==> src/rtl/instruction_fetch_unit_pkg.sv <==
// Shared pipeline definitions used by the fetch stage: the NOP encoding,
// the fetch FSM state type and small PC helpers.
package instruction_fetch_unit_pkg;

  // Canonical NOP (addi x0, x0, 0) used to fill empty pipeline registers.
  localparam logic [31:0] NOP_INSTR = 32'h0000_0013;

  // Fetch FSM state type; encodings kept as plain constants so existing
  // waveform decoders and debug scripts keep working.
  typedef logic [1:0] fetch_state_t;

  localparam fetch_state_t FETCH_REQ   = 2'd0;  // request the word at pc
  localparam fetch_state_t FETCH_WAIT  = 2'd1;  // granted, waiting for data
  localparam fetch_state_t FETCH_DRAIN = 2'd2;  // waiting to drop a stale response

  // Next sequential fetch address; wraps modulo 2^32.
  function automatic logic [31:0] pc_incr(input logic [31:0] pc);
    return pc + 32'd4;
  endfunction

  // Force a word-aligned address.
  function automatic logic [31:0] align_pc(input logic [31:0] pc);
    return {pc[31:2], 2'b00};
  endfunction

endpackage

==> src/rtl/instruction_fetch_unit_skid_buffer.sv <==
// One-entry output register between instruction fetch and the IF/ID stage.
// Holds an {instruction, pc} pair until the decode side accepts it.
module fetch_skid_buffer
  import instruction_fetch_unit_pkg::*;
#(
  parameter logic [31:0] RESET_PC = 32'h0000_0000
) (
  input  logic        clk,
  input  logic        rst,
  input  logic        flush,       // drop the held pair (redirect)
  input  logic        load,        // capture a new pair
  input  logic [31:0] load_instr,
  input  logic [31:0] load_pc,
  input  logic        ready,       // downstream accepts this cycle
  output logic        valid,
  output logic [31:0] instr,
  output logic [31:0] pc,
  output logic        free         // empty, or emptying this cycle
);

  // Entry state: flush beats load, load beats a plain transfer.
  always_ff @(posedge clk or posedge rst) begin
    if (rst) begin
      valid <= 1'b0;
      instr <= NOP_INSTR;
      pc    <= RESET_PC;
    end else if (flush) begin
      valid <= 1'b0;
    end else if (load) begin
      valid <= 1'b1;
      instr <= load_instr;
      pc    <= load_pc;
    end else if (valid && ready) begin
      valid <= 1'b0;
    end
  end

  assign free = !valid || ready;

endmodule

==> src/rtl/instruction_fetch_unit.sv <==
// Instruction fetch unit: walks the PC, issues one instruction-memory
// request at a time, and hands {instruction, pc} pairs to the IF/ID stage.
// A redirect from a later stage replaces the PC, empties the output entry
// and causes any in-flight response to be dropped.
module instruction_fetch_unit
  import instruction_fetch_unit_pkg::*;
#(
  parameter logic [31:0] RESET_PC = 32'h0000_0000
) (
  input  logic        clk_i,
  input  logic        rst_i,
  // instruction memory
  output logic        imem_req_o,
  output logic [31:0] imem_addr_o,
  input  logic        imem_gnt_i,
  input  logic        imem_rvalid_i,
  input  logic [31:0] imem_rdata_i,
  // redirect from a later stage
  input  logic        redirect_i,
  input  logic [31:0] redirect_pc_i,
  // IF/ID handshake
  output logic [31:0] f_instruction_o,
  output logic [31:0] f_pcsrc_o,
  output logic        f_valid_o,
  input  logic        d_ready_i
);

  localparam logic [31:0] RESET_PC_ALIGNED = align_pc(RESET_PC);

  fetch_state_t state, state_nxt;
  logic [31:0]  pc, pc_nxt;
  logic         buf_free;
  logic         req_fire;
  logic         rsp_take;

  // pc is not advanced until the response returns, so while in FETCH_WAIT
  // it still names the outstanding request and doubles as the pending PC.
  assign imem_req_o  = !rst_i && (state == FETCH_REQ) && buf_free;
  assign imem_addr_o = pc;
  assign req_fire    = imem_req_o && imem_gnt_i;
  assign rsp_take    = (state == FETCH_WAIT) && imem_rvalid_i && !redirect_i;

  // Next-state and next-PC selection; a redirect overrides the PC in every state.
  always_comb begin
    state_nxt = state;
    pc_nxt    = pc;
    case (state)
      FETCH_REQ: begin
        if (req_fire) begin
          state_nxt = redirect_i ? FETCH_DRAIN : FETCH_WAIT;
        end
      end
      FETCH_WAIT: begin
        if (imem_rvalid_i) begin
          state_nxt = FETCH_REQ;
          if (!redirect_i) begin
            pc_nxt = pc_incr(pc);
          end
        end else if (redirect_i) begin
          state_nxt = FETCH_DRAIN;
        end
      end
      FETCH_DRAIN: begin
        if (imem_rvalid_i) begin
          state_nxt = FETCH_REQ;
        end
      end
      default: state_nxt = FETCH_REQ;
    endcase
    if (redirect_i) begin
      pc_nxt = align_pc(redirect_pc_i);
    end
  end

  // FSM and PC registers.
  always_ff @(posedge clk_i or posedge rst_i) begin
    if (rst_i) begin
      state <= FETCH_REQ;
      pc    <= RESET_PC_ALIGNED;
    end else begin
      state <= state_nxt;
      pc    <= pc_nxt;
    end
  end

  fetch_skid_buffer #(
    .RESET_PC (RESET_PC)
  ) u_skid (
    .clk        (clk_i),
    .rst        (rst_i),
    .flush      (redirect_i),
    .load       (rsp_take),
    .load_instr (imem_rdata_i),
    .load_pc    (pc),
    .ready      (d_ready_i),
    .valid      (f_valid_o),
    .instr      (f_instruction_o),
    .pc         (f_pcsrc_o),
    .free       (buf_free)
  );

endmodule

==> config.mk <==
export PLATFORM = sky130hd
export DESIGN_NAME = instruction_fetch_unit
export DESIGN_NICKNAME = d
export VERILOG_FILES = /design/src/rtl/instruction_fetch_unit_pkg.sv /design/src/rtl/instruction_fetch_unit_skid_buffer.sv /design/src/rtl/instruction_fetch_unit.sv
export SDC_FILE = /design/constraint.sdc
export NUM_CORES = 1
export LEC_CHECK = 0
export CORE_ASPECT_RATIO = 1.75
export CORE_UTILIZATION = 44
export DETAILED_ROUTE_END_ITERATION = 6
export PLACE_DENSITY = 0.85
export SLEW_MARGIN = 20
export SYNTH_ARGS = -nofsm -noshare
export SYNTH_HDL_FRONTEND = slang
export SYNTH_SLANG_ARGS = --single-unit
export TNS_END_PERCENT = 30
==> constraint.sdc <==
create_clock -name clk_i -period 3.1 [get_ports clk_i]
set_input_delay 0.31 -clock clk_i [delete_from_list [all_inputs] [get_ports clk_i]]
set_output_delay 0.31 -clock clk_i [all_outputs]
set_load 0.03 [all_outputs]
# Yosys cells after proc, flatten, opt, wreduce, memory -nomap -nowiden
# Index checks and enable logic that the tools add are counted.
# classes
n_addsub	1
eq_ne	5
n_mux	12
n_bitwise	1
n_reduce_logical	17
# ops
op	count
32-bit two-way mux	3
32-bit by 3-bit adder with 32-bit output, second input constant	1
2-bit two-way mux	5
1-bit logical AND	6
2-bit one-hot mux with 3 select lines	1
2-bit inequality test, second input constant	2
2-bit AND reduction	2
2-bit nonzero test	2
1-bit logical NOT	3
1-bit two-way mux	3
3-bit inequality test, second input constant	1
3-bit AND reduction	1
3-bit nonzero test	1
2-bit by 1-bit == test with 1-bit output, second input constant	1
2-bit == test, second input constant	1
2-bit logical NOT	1
1-bit logical OR	1
1-bit NOT	1
# totals
register_bits	99
inputBits	70
output_inout_bits	98
word_cells	41

# Depth between registers and ports, before layout
# Gate-level depths: netlist (run 1).
# depth
depth_word	6
mapped_depth	6
depth_no_buf	5

# By module
# A second synthesis (run 1) with hierarchy kept.
# unflattened
cells_unflattened	336
hier_area_um2	4545.6
# modules_own_cells
module	n_inst	cells_per_inst	area_each_um2	seq_area_each_um2
fetch_skid_buffer	1	141	2748.9	1630.3
instruction_fetch_unit	1	195	1796.7	800.8

# Worst setup path after synthesis (run 1)
# OpenSTA, ideal clock, no wires.
# synth_path
path_kind	reg-to-reg
startpoint	register u_skid.valid
endpoint	register state[1]
setup_ns	0.101
arrival_time_ns	2.143
t_required_ns	2.999
setup_slack_ns	0.856
path_stages_with_launch	5
path_buffers	0
synth_period_minus_slack_ns	2.244
path_cell_list	dfrtp_1 -> nand2b_1 -> nor4b_1 -> a21oi_1 -> o32ai_1
# synth_via
elab_chain_cells	6
# synth_lines
element	line	text
start: declaration	instruction_fetch_unit_skid_buffer.sv:15	output logic valid,
start signal: assignment	instruction_fetch_unit_skid_buffer.sv:24	valid <= 1'b0;
start signal: assignment	instruction_fetch_unit_skid_buffer.sv:28	valid <= 1'b0;
start signal: assignment	instruction_fetch_unit_skid_buffer.sv:30	valid <= 1'b1;
1-bit logical NOT	instruction_fetch_unit_skid_buffer.sv:38	assign free = !valid || ready;
1-bit logical OR	instruction_fetch_unit_skid_buffer.sv:38	
1-bit logical AND	instruction_fetch_unit.sv:38	assign imem_req_o = !rst_i && (state == FETCH_REQ) && buf_free;
named net imem_req_o	instruction_fetch_unit.sv:13	output logic imem_req_o,
1-bit logical AND	instruction_fetch_unit.sv:40	assign req_fire = imem_req_o && imem_gnt_i;
2-bit inequality test (no source line)	-	
3-bit AND reduction (no source line)	-	
end signal: assignment	instruction_fetch_unit.sv:81	state <= state_nxt;
end: declaration	instruction_fetch_unit.sv:30	fetch_state_t state, state_nxt;
# The timed path passes the listed nets, and every way through them passes these cells.
# A chain may end at the register's enable or synchronous reset.

# Worst setup path in the final report (run 1)
# layout_path
startpoint	input port d_ready_i
endpoint	output port imem_req_o
# layout_via
elab_chain_cells	2
# layout_lines
element	line	text
start: declaration	instruction_fetch_unit.sv:25	input logic d_ready_i
1-bit logical OR	instruction_fetch_unit_skid_buffer.sv:38	
1-bit logical AND	instruction_fetch_unit.sv:38	
end: declaration	instruction_fetch_unit.sv:13	
# Every way passes these cells.

==> flow_metrics.tcl, run 1 <==
set metrics [dict create \
    worstMarginPinSlew_ns 0.955 \
    die_h_um 132 \
    worst-endpoint-required_ns 2.79 \
    syn_inst 356 \
    area_delta_synth_final_pct 47.4 \
    async_flop_share 1.00 \
    grt_max_degree 77 \
    relSlewSlack 0.363 \
    ys.flop_type "dfrtp_1" \
    status "completed" \
    post-cts-setup-buffers 0 \
    initial_core_util 0.452 \
    slew_viol_final 0 \
    p_leak_nw 2.54 \
    htree_levels 3 \
    dieWidth_um 76.3 \
    syn_area_um2 4250 \
    via_per_inst 5.50 \
    min_path_type "reg2reg" \
    hpwl_um 8200 \
    path_max_fanout 2 \
    wirelength_um 11600 \
    ys_types 41 \
    drt_first_iter_violations 204 \
    period_share 0.742 \
    startpoint_type "input port" \
    cts_made_buffers 9 \
    setup_tns_ns 0 \
    tritoncts "yes" \
    clk_pin_slew_ns 0.06 \
    crit_arrival_ns 1.99 \
    maxCapViolCount 0 \
    worst_ir_drop_vdd_mv 0.448 \
    drtAntennaViolNets 0 \
    synth_area_per_cell_um2 11.9 \
    globalRouteOverflowTotal 0 \
    max_freq_mhz 435 \
    ys_seq_area_frac 0.560 \
    wire_per_inst_um 18.0 \
    place_inst 625 \
    diodes 0 \
    synth_edf_count 0 \
    num_rows 47 \
    grt_use_total 0.239 \
    layout_commonest_cell "clkdlybuf4s50_1" \
    grt_pass1_wl_um 18500 \
    grt_pass1_vias 3628 \
    layout.nets 585 \
    gp_congestion 0.802 \
    finalSetupViolCount 0 \
    synth-seq-cells 95 \
    clock-root-buffer "clkbuf_16" \
    finalNonFillerCells 641 \
    ios 168 \
    port_buffers 161 \
    clkSinkCount 95 \
    num_vias 3526 \
    finalHoldViolations 0 \
    worstSkewPairLatency_ns 0.34 \
    finalCriticalPeriod_ns 2.30 \
    antenna_found_initial 0 \
    rsz0062_at_grt "no" \
    worst_clock_skew_ns 0.00463 \
    timing_worst_setup_path_type "in2out" \
    core_area_um2 9410 \
    fp.dieArea_um2 10100 \
    final_cell_mix "clkdlybuf4s50_1 (161), dfrtp_1 (92), mux2_2 (62), nand2_1 (23), or4_1 (17)" \
    dr.pass1.iters 4 \
    placed_area_um2 5980 \
    postLayoutCellArea_um2 6270 \
    holdBufCountCts 0 \
    cp-end-kind "output pin" \
    yosys_warnings 0 \
    post_cts_resized 0 \
    route.detailed.drc 0 \
    hold_ws_ns 0.504 \
    powerDensity_nw_per_um2 788 \
    drive_gt1_frac 0.173 \
    ctsLongestPathBuffers 2 \
]
## cell type report
cell class,instances,area [µm²]
tap,122,153
clock inverter,3,42.5
inverter,5,21.3
multi-input combinational,235,1760
timing repair buffer,168,1660
sequential,95,2380
clock buffer,13,250
fill,693,3140
## worst paths after layout
check	start	end	slack (ns)	cells past startpoint
worst max-delay path	d_ready_i	imem_req_o	0.80	4
worst min-delay path	u_skid.pc[28]	u_skid.pc[28]	0.50	1
worst max register to register	imem_addr_o[2]	imem_addr_o[30]	0.81	5
worst min register to register	u_skid.pc[28]	u_skid.pc[28]	0.50	1
max in group asynchronous	rst_i	u_skid.instr[24]	1.76	3
min in group asynchronous	rst_i	u_skid.pc[29]	0.56	2
## critical path, cell delays in order
cell	delay, ns
clkdlybuf4s50_1	0.46
nand2b_1	0.13
nor4b_1	0.34
clkdlybuf4s50_1	0.76
## sequential cells by signal, indices dropped and copies added, names as in the netlist
register      cells
imem_addr_o      30
state             2
u_skid.instr     32
u_skid.valid      1
u_skid.pc        30
## logic make-up after synthesis
| group | after synthesis | synth area share |
|---|---|---|
| other | 1 | 0.000882 |
| multiplexers | 63 | 0.166 |
| buffers and inverters | 29 | 0.0318 |
| AND/OR/NAND/NOR | 107 | 0.144 |
| flip-flops | 95 | 0.560 |
| XOR/XNOR | 10 | 0.0206 |
| adder cells (fa/ha/maj) | 1 | 0.00294 |
| AO/OA/AOI/OAI | 50 | 0.0738 |
## power breakdown
| group | switching (W) | internal [W] |
|---|---|---|
| registers | 0.000232 | 0.00160 |
| clock network | 0.000455 | 0.000647 |
| logic | 0.00108 | 0.000928 |
## cells in the mapped netlist, types with 2 or more instances
cell type	instances	share of area
dfrtp_1	92	0.54
mux2_2	62	0.16
nand2_1	23	0.020
nor2_1	17	0.015
or4_1	17	0.030
clkbuf_1	16	0.014
o21ai_0	16	0.019
a31oi_1	15	0.022
nand3_1	13	0.015
o31ai_1	12	0.021
nand4_1	8	0.012
or3_1	7	0.010
xnor2_1	5	0.010
xor2_1	5	0.010
buf_4	4	0.0071
inv_1	4	0.0035
and4_1	3	0.0062
buf_2	3	0.0035
dfstp_2	3	0.019
nor2b_1	3	0.0044
nor3_1	3	0.0035
a21oi_1	2	0.0024
and3_1	2	0.0029
nand2b_1	2	0.0029
nor4_1	2	0.0029
o211ai_1	2	0.0035
## through the flow
step,utilization,worst slack (ns),power [W]
5_1_grt,0.666,0.687,0.00515
3_5_place_dp,0.635,0.503,0.00387
3_3_place_gp,0.635,0.570,0.00380
2_1_floorplan,-,0.318,0.00292
4_1_cts,0.666,0.796,0.00498
6_report,0.666,0.801,0.00494
## routing by layer
| layer | track usage | share of wire |
|---|---|---|
| met1 | 0.271 | 0.37 |
| met5 | 0 | 0 |
| met4 | 0.118 | 0.026 |
| met3 | 0.0374 | 0.042 |
| met2 | 0.429 | 0.56 |
(Power assumes the default switching activity.)
==> run 2, diff against run 1 <==
clock period = 2.3 ns   (was 3.1 ns; I/O delays follow)
==> run 2 against run 1 <==
Net effect:
- clock skew rose by 0.0056 ns
- total power rose by 36%
- worst setup slack got worse by 0.69 ns
- sequential power rose by 34%
- critical path depth fell by 2
- cell count rose by 1.6%
- combinational power rose by 37%
- register-to-register slack got worse by 0.59 ns
- die area did not move
- critical endpoint unchanged
- largest power group unchanged
==> flow_metrics.tcl, run 2 (synthesis results as in run 1) <==
set metrics [dict create \
    via_per_inst 5.51 \
    globalRouteOverflowTotal 0 \
    worst-endpoint-required_ns 2.07 \
    top_register "u_skid.instr" \
    clock-root-buffer "clkbuf_16" \
    relSlewSlack 0.662 \
    layout.nets 595 \
    worstMarginPinSlew_ns 0.507 \
    wirelength_um 11800 \
    endpoint "imem_req_o" \
    period_share 0.951 \
    finalHoldViolations 0 \
    clkSinkCount 95 \
    htree_levels 3 \
    fill_cells 700 \
    worst_clock_skew_ns 0.0102 \
    initial_core_util 0.452 \
    fp.dieArea_um2 10100 \
    path_max_fanout 5 \
    crit_arrival_ns 1.96 \
    largest_reg_flops 32 \
    status "completed" \
    tritoncts "yes" \
    core_area_um2 9410 \
    post-cts-setup-buffers 0 \
    reg2reg_depth 5 \
    met3_usage 0.0581 \
    finalSetupViolCount 0 \
    rsz0062_at_grt "no" \
    hpwl_um 8200 \
    die_h_um 132 \
    min_path_type "in2async" \
    hold_ws_ns 0.410 \
    maxCapViolCount 0 \
    worst_ir_drop_vdd_mv 0.624 \
    diodes 0 \
    port_buffers 161 \
    max_freq_mhz 457 \
    final_cell_mix "clkdlybuf4s50_1 (161), dfrtp_1 (92), mux2_2 (62), nand2_1 (23), or4_1 (17)" \
    drtAntennaViolNets 0 \
    antenna_found_initial 0 \
    cts_made_buffers 9 \
    area_delta_synth_final_pct 50.0 \
    finalCriticalPeriod_ns 2.19 \
    cp-end-kind "output pin" \
    dieWidth_um 76.3 \
    startpoint_type "flop" \
    ctsLongestPathBuffers 2 \
    layout_commonest_cell "clkdlybuf4s50_1" \
    grt_max_degree 96 \
    r2r_start "imem_addr_o[2]" \
    grt_pass1_vias 3849 \
    r2r_slack_ns 0.22 \
    reg2reg_to "imem_addr_o[30]" \
    cp-startpoint "state[0]" \
    route.detailed.drc 0 \
    p_leak_nw 2.59 \
    wire_per_inst_um 18.1 \
    grt_use_total 0.249 \
    timing_worst_setup_path_type "reg2out" \
    grt_busiest_layer "met2" \
    grt_util_met1 0.281 \
    holdBufCountCts 0 \
    gr-usage-met2 0.428 \
    num_vias 3588 \
    ios 168 \
    powerDensity_nw_per_um2 1050 \
    post_cts_resized 0 \
    gp_congestion 0.782 \
    setup_tns_ns 0 \
    num_rows 47 \
    drt_first_iter_violations 286 \
    worstSkewPairLatency_ns 0.35 \
    slew_viol_final 0 \
    grt_pass1_wl_um 19400 \
    drive_gt1_frac 0.189 \
    clk_pin_slew_ns 0.07 \
    dr.pass1.iters 4 \
]
-- run 2: cell types whose count changed in the layout (fill, tap and decap cells not counted) --
| cell | before | now |
|---|---|---|
| buf_12 | 0 | 3 |
| inv_4 | 1 | 0 |
| buf_4 | 7 | 14 |
| clkinvlp_4 | 1 | 2 |
-- run 2: final cells by class --
class / count / area, µm² / share of cell area
Clock buffer: 13 / 250 / 0.0392
Inverter: 5 / 22.5 / 0.00353
Multi-Input combinational cell: 235 / 1760 / 0.275
Sequential cell: 95 / 2380 / 0.373
Timing Repair Buffer: 178 / 1780 / 0.278
Tap cell: 122 / 153 / 0.0239
Clock inverter: 3 / 42.5 / 0.00667
-- run 2: per-stage QoR --
step	setup slack, ns	instances	util	cell area (µm²)	power, W
after global placement	0.0665	635	0.647	6090	0.00516
after detailed placement	-0.0221	635	0.647	6090	0.00525
after global routing	0.0133	651	0.678	6380	0.00696
after CTS	0.0944	651	0.678	6380	0.00675
final	0.112	651	0.678	6380	0.00670
after floorplan	0.0562	359	-	4270	0.00394
-- run 2: critical path: stages (launching register included) --
cell	delay [ns]
dfrtp_1	0.45
nor4b_1	0.41
clkdlybuf4s50_1	0.76
-- run 2: routing by layer --
layer | wire [µm] | part of all wire | up-vias
li1 | - | - | 1640
met1 | 4440 | 0.38 | 1790
met2 | 6270 | 0.53 | 124
met3 | 555 | 0.047 | 34
met4 | 522 | 0.044 | 0
met5 | 0 | 0 | -
-- run 2: worst min-delay path by stage --
stage	from	end	slack, ns	cells past startpoint
after floorplan	imem_rvalid_i	state[1]	0.32	1
after global placement	u_skid.instr[13]	u_skid.instr[13]	0.49	1
after detailed placement	u_skid.instr[24]	u_skid.instr[24]	0.50	1
after CTS	rst_i	u_skid.valid	0.44	3
after global routing	redirect_pc_i[27]	imem_addr_o[27]	0.46	3
final	rst_i	u_skid.pc[29]	0.41	3
-- run 2: power breakdown --
| part | total, W | internal (W) | leakage, nW | switching (W) |
|---|---|---|---|---|
| combinational | 0.00275 | 0.00127 | 1.29 | 0.00147 |
| sequential | 0.00246 | 0.00216 | 1.16 | 0.000298 |
| clock | 0.00150 | 0.000872 | 0.140 | 0.000625 |
